<file path="src/rtl/axil2iob_pkg.sv">
// Shared AXI4-lite widths and response codes for the AXI4-lite to native bridge.
package axil2iob_pkg;

  localparam int AXI_PROT_W = 3;
  localparam int AXI_RESP_W = 2;

  localparam logic [AXI_RESP_W-1:0] AXI_RESP_OKAY = 2'b00;

endpackage

</file>
<file path="src/rtl/axil_chan_buf.sv">
// One-entry channel buffer with full flag: captures on in_valid & in_ready,
// releases on pop. Ready is simply "not full".
module axil_chan_buf #(
  parameter int DATA_W = 32
) (
  input  logic              clk,
  input  logic              rst,
  input  logic [DATA_W-1:0] in_data,
  input  logic              in_valid,
  output logic              in_ready,
  input  logic              pop,
  output logic [DATA_W-1:0] out_data,
  output logic              full
);

  logic              full_d, full_q;
  logic [DATA_W-1:0] data_d, data_q;

  // Next entry state: a pop frees the slot, a handshake fills it.
  always_comb begin
    full_d = full_q;
    data_d = data_q;
    if (pop) full_d = 1'b0;
    if (in_valid && !full_q) begin
      full_d = 1'b1;
      data_d = in_data;
    end
  end

  // Entry registers.
  always_ff @(posedge clk or posedge rst) begin
    if (rst) begin
      full_q <= 1'b0;
      data_q <= '0;
    end else begin
      full_q <= full_d;
      data_q <= data_d;
    end
  end

  assign in_ready = ~full_q;
  assign out_data = data_q;
  assign full     = full_q;

endmodule

</file>
<file path="src/rtl/axil2iob.sv">
// AXI4-lite slave to native (valid/addr/wdata/wstrb/rdata/ready) master bridge.
// AW, W and AR are buffered independently; one native transaction at a time.
//
// state    | meaning
// ---------+-----------------------------------------------------------
// ST_IDLE  | waiting for a complete write (AW+W) or a read (AR)
// ST_WRITE | native write issued, waiting for ready
// ST_WRESP | bvalid asserted, waiting for bready
// ST_READ  | native read issued, waiting for ready
// ST_RRESP | rvalid asserted with captured rdata, waiting for rready
module axil2iob
  import axil2iob_pkg::*;
#(
  parameter int AXIL_ADDR_W = 32,
  parameter int AXIL_DATA_W = 32
) (
  input  logic                     clk,
  input  logic                     rst,
  input  logic [AXIL_ADDR_W-1:0]   s_axil_awaddr,
  input  logic [AXI_PROT_W-1:0]    s_axil_awprot,
  input  logic                     s_axil_awvalid,
  output logic                     s_axil_awready,
  input  logic [AXIL_DATA_W-1:0]   s_axil_wdata,
  input  logic [AXIL_DATA_W/8-1:0] s_axil_wstrb,
  input  logic                     s_axil_wvalid,
  output logic                     s_axil_wready,
  output logic [AXI_RESP_W-1:0]    s_axil_bresp,
  output logic                     s_axil_bvalid,
  input  logic                     s_axil_bready,
  input  logic [AXIL_ADDR_W-1:0]   s_axil_araddr,
  input  logic [AXI_PROT_W-1:0]    s_axil_arprot,
  input  logic                     s_axil_arvalid,
  output logic                     s_axil_arready,
  output logic [AXIL_DATA_W-1:0]   s_axil_rdata,
  output logic [AXI_RESP_W-1:0]    s_axil_rresp,
  output logic                     s_axil_rvalid,
  input  logic                     s_axil_rready,
  output logic                     valid,
  output logic [AXIL_ADDR_W-1:0]   addr,
  output logic [AXIL_DATA_W-1:0]   wdata,
  output logic [AXIL_DATA_W/8-1:0] wstrb,
  input  logic [AXIL_DATA_W-1:0]   rdata,
  input  logic                     ready
);

  localparam int STRB_W = AXIL_DATA_W / 8;

  typedef enum logic [2:0] {
    ST_IDLE, ST_WRITE, ST_WRESP, ST_READ, ST_RRESP
  } state_t;

  state_t                   state_d, state_q;
  logic                     prio_d, prio_q;   // 0: write wins a tie, 1: read wins
  logic [AXIL_DATA_W-1:0]   rdata_d, rdata_q;
  logic                     pop_wr, pop_rd;
  logic                     aw_full, w_full, ar_full;
  logic [AXIL_ADDR_W-1:0]   aw_addr, ar_addr;
  logic [AXIL_DATA_W+STRB_W-1:0] w_buf;
  logic [AXIL_DATA_W-1:0]   w_data;
  logic [STRB_W-1:0]        w_strb;
  logic                     wr_pend, rd_pend;
  logic                     unused_prot;

  assign unused_prot = ^{s_axil_awprot, s_axil_arprot};

  axil_chan_buf #(.DATA_W(AXIL_ADDR_W)) u_aw_buf (
    .clk(clk), .rst(rst),
    .in_data(s_axil_awaddr), .in_valid(s_axil_awvalid), .in_ready(s_axil_awready),
    .pop(pop_wr), .out_data(aw_addr), .full(aw_full)
  );

  axil_chan_buf #(.DATA_W(AXIL_DATA_W + STRB_W)) u_w_buf (
    .clk(clk), .rst(rst),
    .in_data({s_axil_wstrb, s_axil_wdata}), .in_valid(s_axil_wvalid), .in_ready(s_axil_wready),
    .pop(pop_wr), .out_data(w_buf), .full(w_full)
  );

  axil_chan_buf #(.DATA_W(AXIL_ADDR_W)) u_ar_buf (
    .clk(clk), .rst(rst),
    .in_data(s_axil_araddr), .in_valid(s_axil_arvalid), .in_ready(s_axil_arready),
    .pop(pop_rd), .out_data(ar_addr), .full(ar_full)
  );

  assign w_data  = w_buf[AXIL_DATA_W-1:0];
  assign w_strb  = w_buf[AXIL_DATA_W+STRB_W-1:AXIL_DATA_W];
  assign wr_pend = aw_full & w_full;
  assign rd_pend = ar_full;

  // Arbitration and sequencing; a zero-strobe write completes without a native access.
  always_comb begin
    state_d = state_q;
    prio_d  = prio_q;
    rdata_d = rdata_q;
    pop_wr  = 1'b0;
    pop_rd  = 1'b0;
    case (state_q)
      ST_IDLE: begin
        if (wr_pend && (!rd_pend || !prio_q)) begin
          prio_d = 1'b1;
          if (w_strb == '0) begin
            pop_wr  = 1'b1;
            state_d = ST_WRESP;
          end else begin
            state_d = ST_WRITE;
          end
        end else if (rd_pend) begin
          prio_d  = 1'b0;
          state_d = ST_READ;
        end
      end
      ST_WRITE: begin
        if (ready) begin
          pop_wr  = 1'b1;
          state_d = ST_WRESP;
        end
      end
      ST_READ: begin
        if (ready) begin
          rdata_d = rdata;
          pop_rd  = 1'b1;
          state_d = ST_RRESP;
        end
      end
      ST_WRESP: if (s_axil_bready) state_d = ST_IDLE;
      ST_RRESP: if (s_axil_rready) state_d = ST_IDLE;
      default:  state_d = ST_IDLE;
    endcase
  end

  // State, tie-break flag and captured read data.
  always_ff @(posedge clk or posedge rst) begin
    if (rst) begin
      state_q <= ST_IDLE;
      prio_q  <= 1'b0;
      rdata_q <= '0;
    end else begin
      state_q <= state_d;
      prio_q  <= prio_d;
      rdata_q <= rdata_d;
    end
  end

  assign valid         = (state_q == ST_WRITE) || (state_q == ST_READ);
  assign addr          = (state_q == ST_WRITE) ? aw_addr :
                         (state_q == ST_READ)  ? ar_addr : '0;
  assign wdata         = (state_q == ST_WRITE) ? w_data : '0;
  assign wstrb         = (state_q == ST_WRITE) ? w_strb : '0;
  assign s_axil_bvalid = (state_q == ST_WRESP);
  assign s_axil_rvalid = (state_q == ST_RRESP);
  assign s_axil_rdata  = rdata_q;
  assign s_axil_bresp  = AXI_RESP_OKAY;
  assign s_axil_rresp  = AXI_RESP_OKAY;

endmodule

</file>
<file path="config.mk">
export PLATFORM = sky130hd
export DESIGN_NAME = axil2iob
export DESIGN_NICKNAME = d
export VERILOG_FILES = /design/src/rtl/axil2iob_pkg.sv /design/src/rtl/axil_chan_buf.sv /design/src/rtl/axil2iob.sv
export SDC_FILE = /design/constraint.sdc
export NUM_CORES = 1
export LEC_CHECK = 0
export CORE_ASPECT_RATIO = 1.4
export CORE_MARGIN = 1.5
export CORE_UTILIZATION = 45
export CTS_BUF_LIST = sky130_fd_sc_hd__clkbuf_16
export DETAILED_ROUTE_END_ITERATION = 7
export PLACE_DENSITY = 0.86
export SLEW_MARGIN = 10
export SYNTH_ARGS = -nofsm -noshare
export SYNTH_HDL_FRONTEND = slang
export SYNTH_HIERARCHICAL = 1
export SYNTH_SLANG_ARGS = --single-unit
</file>
<file path="constraint.sdc">
create_clock -name clk -period 4.2 [get_ports clk]
set_input_delay 0.63 -clock clk [delete_from_list [all_inputs] [get_ports clk]]
set_output_delay 0.63 -clock clk [all_outputs]
set_load 0.1 [all_outputs]
</file>
# == After elaboration in Yosys (flattened, before gate mapping) ==
# Cells that the tools add are included.
# Widths: inputs -> output; s select.
# op_classes
n_eq_ne,9
mux,24
bitwise_logic,4
n_reduce_logical,19
# op_table
cell,count
$mux 32,3
$mux 3,6
$pmux 3 s5,1
$mux 1,11
$reduce_bool 2->1,4
$eq 3x2->1 const B,2
$reduce_and 5->1,1
$logic_and 1x1->1,4
$logic_not 1->1,4
$logic_not 4->1,1
$mux 4,1
$ne 2x1->1 const B,2
$ne 2x2->1 const B,2
$reduce_and 2->1,2
$eq 3x1->1 const B,1
$eq 3x3->1 const B,1
$logic_not 3->1,1
$ne 3x2->1 const B,1
$not 1->1,3
$logic_or 1x1->1,2
$mux 2,1
$pmux 1 s2,1
$and 1x1->1,1
# word_totals
ff_bits,139
input_bits,146
wordCells,65

# == Depth between registers and ports, before layout ==
# depth
ltp_word,7
mapped_depth,8
depth_no_buf,5

# == Modules after synthesis ==
# The synthesis kept the hierarchy.
# by_module_without_submodules
module,n_inst,cells_each,area_per_inst_um2,seq_area_each_um2
axil_chan_buf at u_ar_buf ...,2,73,1361.3,825.8
axil2iob,1,219,2353.5,900.9
axil_chan_buf at u_w_buf,1,81,1514.0,925.9

# == Worst setup path after synthesis ==
# OpenSTA, ideal clock, no wires.
# synth_timing
path_type,reg2out
startpoint,register state_q[1]
endpoint,output s_axil_bvalid
t_arrival_ns,3.185
t_required_ns,3.570
setup_slack_ns,0.385
path_stages_with_launch,5
n_path_buf,3
path_cell_list,dfrtp_1 buf_2 buf_2 buf_2 nor3b_1
# synth_via
elab_chain_len,1
# synth_lines
item,line_no,rtl
from (decl),axil2iob.sv:52,"state_t state_d, state_q;"
from (signal assigned),axil2iob.sv:137,state_q <= state_d;
$eq 3x2->1,axil2iob.sv:148,assign s_axil_bvalid = (state_q == ST_WRESP);
to (decl),axil2iob.sv:28,"output logic s_axil_bvalid,"
# No other way between the ends.

# == Final worst setup path ==
# layout_timing
startpoint,register state_q[1]
endpoint,output wdata[18]
# layout_via
elab_chain_len,2
# layout_lines
item,line_no,rtl
$eq 3x1->1,axil2iob.sv:146,assign wdata = (state_q == ST_WRITE) ? w_data : '0;
$mux 32,axil2iob.sv:146,
to (decl),axil2iob.sv:40,"output logic [AXIL_DATA_W-1:0] wdata,"
# No other way between the ends.

==> metrics <==
post-synthesis compound-gate area fraction=1.272%; Post-synth top flop=dfrtp_1; Num CTS Buffers=17; worst slew pin tran=approximately 1000 ps; n_diodes=0; critical path's top delay family=simple AND/OR/NAND/NOR gates; Mapped Area=roughly 6600 um^2; critical path cell sequence=buf_4, nor2_2, and2_1, buf_12; Placed Cells=860; Yosys cell types=32; Post-synth EDFFs=0; Setup Buffers After CTS=0; register area share after synthesis=between 50% and 60%; simple-gate share of the synthesized area=7.120%; Worst EP arrival=around 2500 ps; unrepaired setup endpoints after global routing=false; Final setup violation count=0; All-Layer GR Usage=around 22%; Yosys reg bits=roughly 140; number of placed I/O pins=256; CTS sink count=139; Yosys top cell by area=dfrtp_1; die area=15390 um^2; DR DRC count=0; vias post-DR=between 4000 and 5000; Final Critical Period=between 3000 and 4000 ps; Setup CP Type=flip-flop to output port; pre-CTS setup slack=1395 ps; Max-slew headroom=a little under a third; clock latency on the worst-skew pair=roughly 400 ps; Root Driver=clkbuf_16; Layout fillers=990; Post-Synth XOR/XNOR Area=0%; Startpoint Class=flip-flop; Post-layout nets=between 800 and 900; Max stage delay on crit path=roughly 840 ps; CTS tree=built; synth warn=6; RD Place Congestion=approximately 0.78; max-slew violations=0; global route overflow=0; post-DP HPWL=~12 mm; initial antenna violation count=0; CP Max Fanout=39; clk_skew=roughly 8 ps; vias in the first global route=between 4000 and 5000; DRT Pass-1 Iters=4; crit path max-delay cell type=nor2_2; first-pass GRT wire length=roughly 26 mm; final worst-path cycle share=between 70% and 80%; hold-fix buffers at CTS=0; syn_area_per_cell=14.78 um^2; Rows=between 50 and 60; main combinational cell family by area after synthesis=multiplexers; 1st-iter DRT viols=106; PostCTS Resize Cnt=0; mux cell area share after synthesis=about 34%; r2r worst-path depth=5; Die Span Y=about 150 um; synthesized instance count=~450; maximum number of pins on one net before global-route repair=40; Post-Synth Adder-Cell Area=0%; Synth area leaders=dfrtp_1, mux2_4, mux2i_1, and2_1, mux2_2; Area Overhead vs Synth=50.50%; Die Width=about 110 um; FMAX=316.0 MHz; Post-synth ARST share=100.0%; Setup crit end kind=output port; clock slew at reported path FFs=approximately 60 ps; Worst Setup Slack, final=1036 ps; Non-Filler Instances=892; worst min path class=flip-flop to flip-flop; final hold vios=0; Synth top area share=between 50% and 60%; clock buffer depth=2; Detail Route Antenna Nets=0; H-tree levels=4; Max-Cap Viols=0; total routed wirelength=16.37 mm; critical path depth=4; setup TNS=0 ps; worst path bufs/invs=2; Routed WL per cell=roughly 18 um; layout cell share with drive strength beyond 1=a little over a third; Via-to-Cell Ratio=roughly 4.9; Data required, critical path=between 3000 and 4000 ps; status=finished, final reports clean; Starting Density=between 40% and 50%; Core Footprint=between 10000 and 15000 um^2; Hold Path Stages=1; Buffers on Ports=245; Post-Route Utilization=between 60 and 70%
[area by class of cell]
class	instances	area [um^2]	area share, %
clock buffer	17	425.4	4.289
clock inverter	15	102.6	1.034
inverter	9	36.28	0.3658
multi-input combinational	269	2840	28.64
sequential	139	3480	35.08
tap	189	236.5	2.384
timing repair buffer	254	2798	28.21
[cell usage in the layout (no fill, tap or decap), drive strengths merged, types with 2 or more instances in the layout]
master         count
nor3               2
o31a               2
clkinvlp           8
nand2b             2
mux2i             32
a31oi              2
dfrtp            139
mux2             133
o21bai             3
buf               78
nor2b              4
conb               4
nand2              4
nor3b              2
clkdlybuf4s50    176
clkinv             3
inv               13
clkbuf            17
nand3              2
nor2              34
and2              36
[path summary, 6_finish.rpt]
path / to / slack (ps) / startpoint
max: wdata[18] / 1040 / state_q[1]
min: prio_q / 490 / prio_q
max reg2reg: s_axil_rdata[5] / 2010 / state_q[2]
min reg2reg: prio_q / 490 / prio_q
max in group asynchronous: u_ar_buf/out_data[6] / 2770 / rst
min in group asynchronous: u_ar_buf/out_data[19] / 720 / rst
[synth_stat cells, types with 3 or more instances]
cell / n
buf_4: 6
nand2_1: 4
dfrtp_1: 139
mux2i_1: 32
buf_2: 5
and2_1: 36
nor2b_1: 4
mux2_2: 18
o21bai_1: 3
buf_6: 13
nor2_1: 33
mux2_4: 115
clkbuf_1: 6
inv_1: 8
[flip-flops by register name (all words and copies together), names as in the netlist]
name	count
s_axil_rdata	32
u_aw_buf/out_data	32
u_aw_buf/full	1
u_ar_buf/full	1
prio_q	1
state_q	3
u_w_buf/full	1
u_ar_buf/out_data	32
u_w_buf/out_data	36
[cells by family (layout without fill, tap and decap cells)]
group / count (synthesis) / count (layout)
other: 1 / 4
AND/OR/NAND/NOR: 88 / 88
buffers and inverters: 41 / 295
flip-flops: 139 / 139
AO/OA/AOI/OAI: 12 / 12
multiplexers: 165 / 165
[worst register-to-register path: cells and delay by family, from the launching register on]
kind,cells,cell delay [ps]
flip-flops,1,450
multiplexers,1,520
buffers and inverters,2,410
AND/OR/NAND/NOR,2,700
[metrics by stage]
stage	instance area, um^2	hold WS [ps]
after CTS	9918	491.7
after global routing	9918	516.6
final	9918	491.8
after global placement	9390	463.9
after floorplan	6601	450.2
after detailed placement	9390	480.6
[layer usage]
layer  routed length [um]  global-route usage [%]  vias to the layer above
met2                 8427                   37.16                      202
li1                     -                       -                     2009
met4                  393                   8.288                        0
met3                 1074                   6.295                       29
met1                 6469                   25.70                     2175
met5                    0                       0                        -
Power is not shown: default switching activity piles up to over one toggle a cycle in this logic, so the estimate is an artifact.
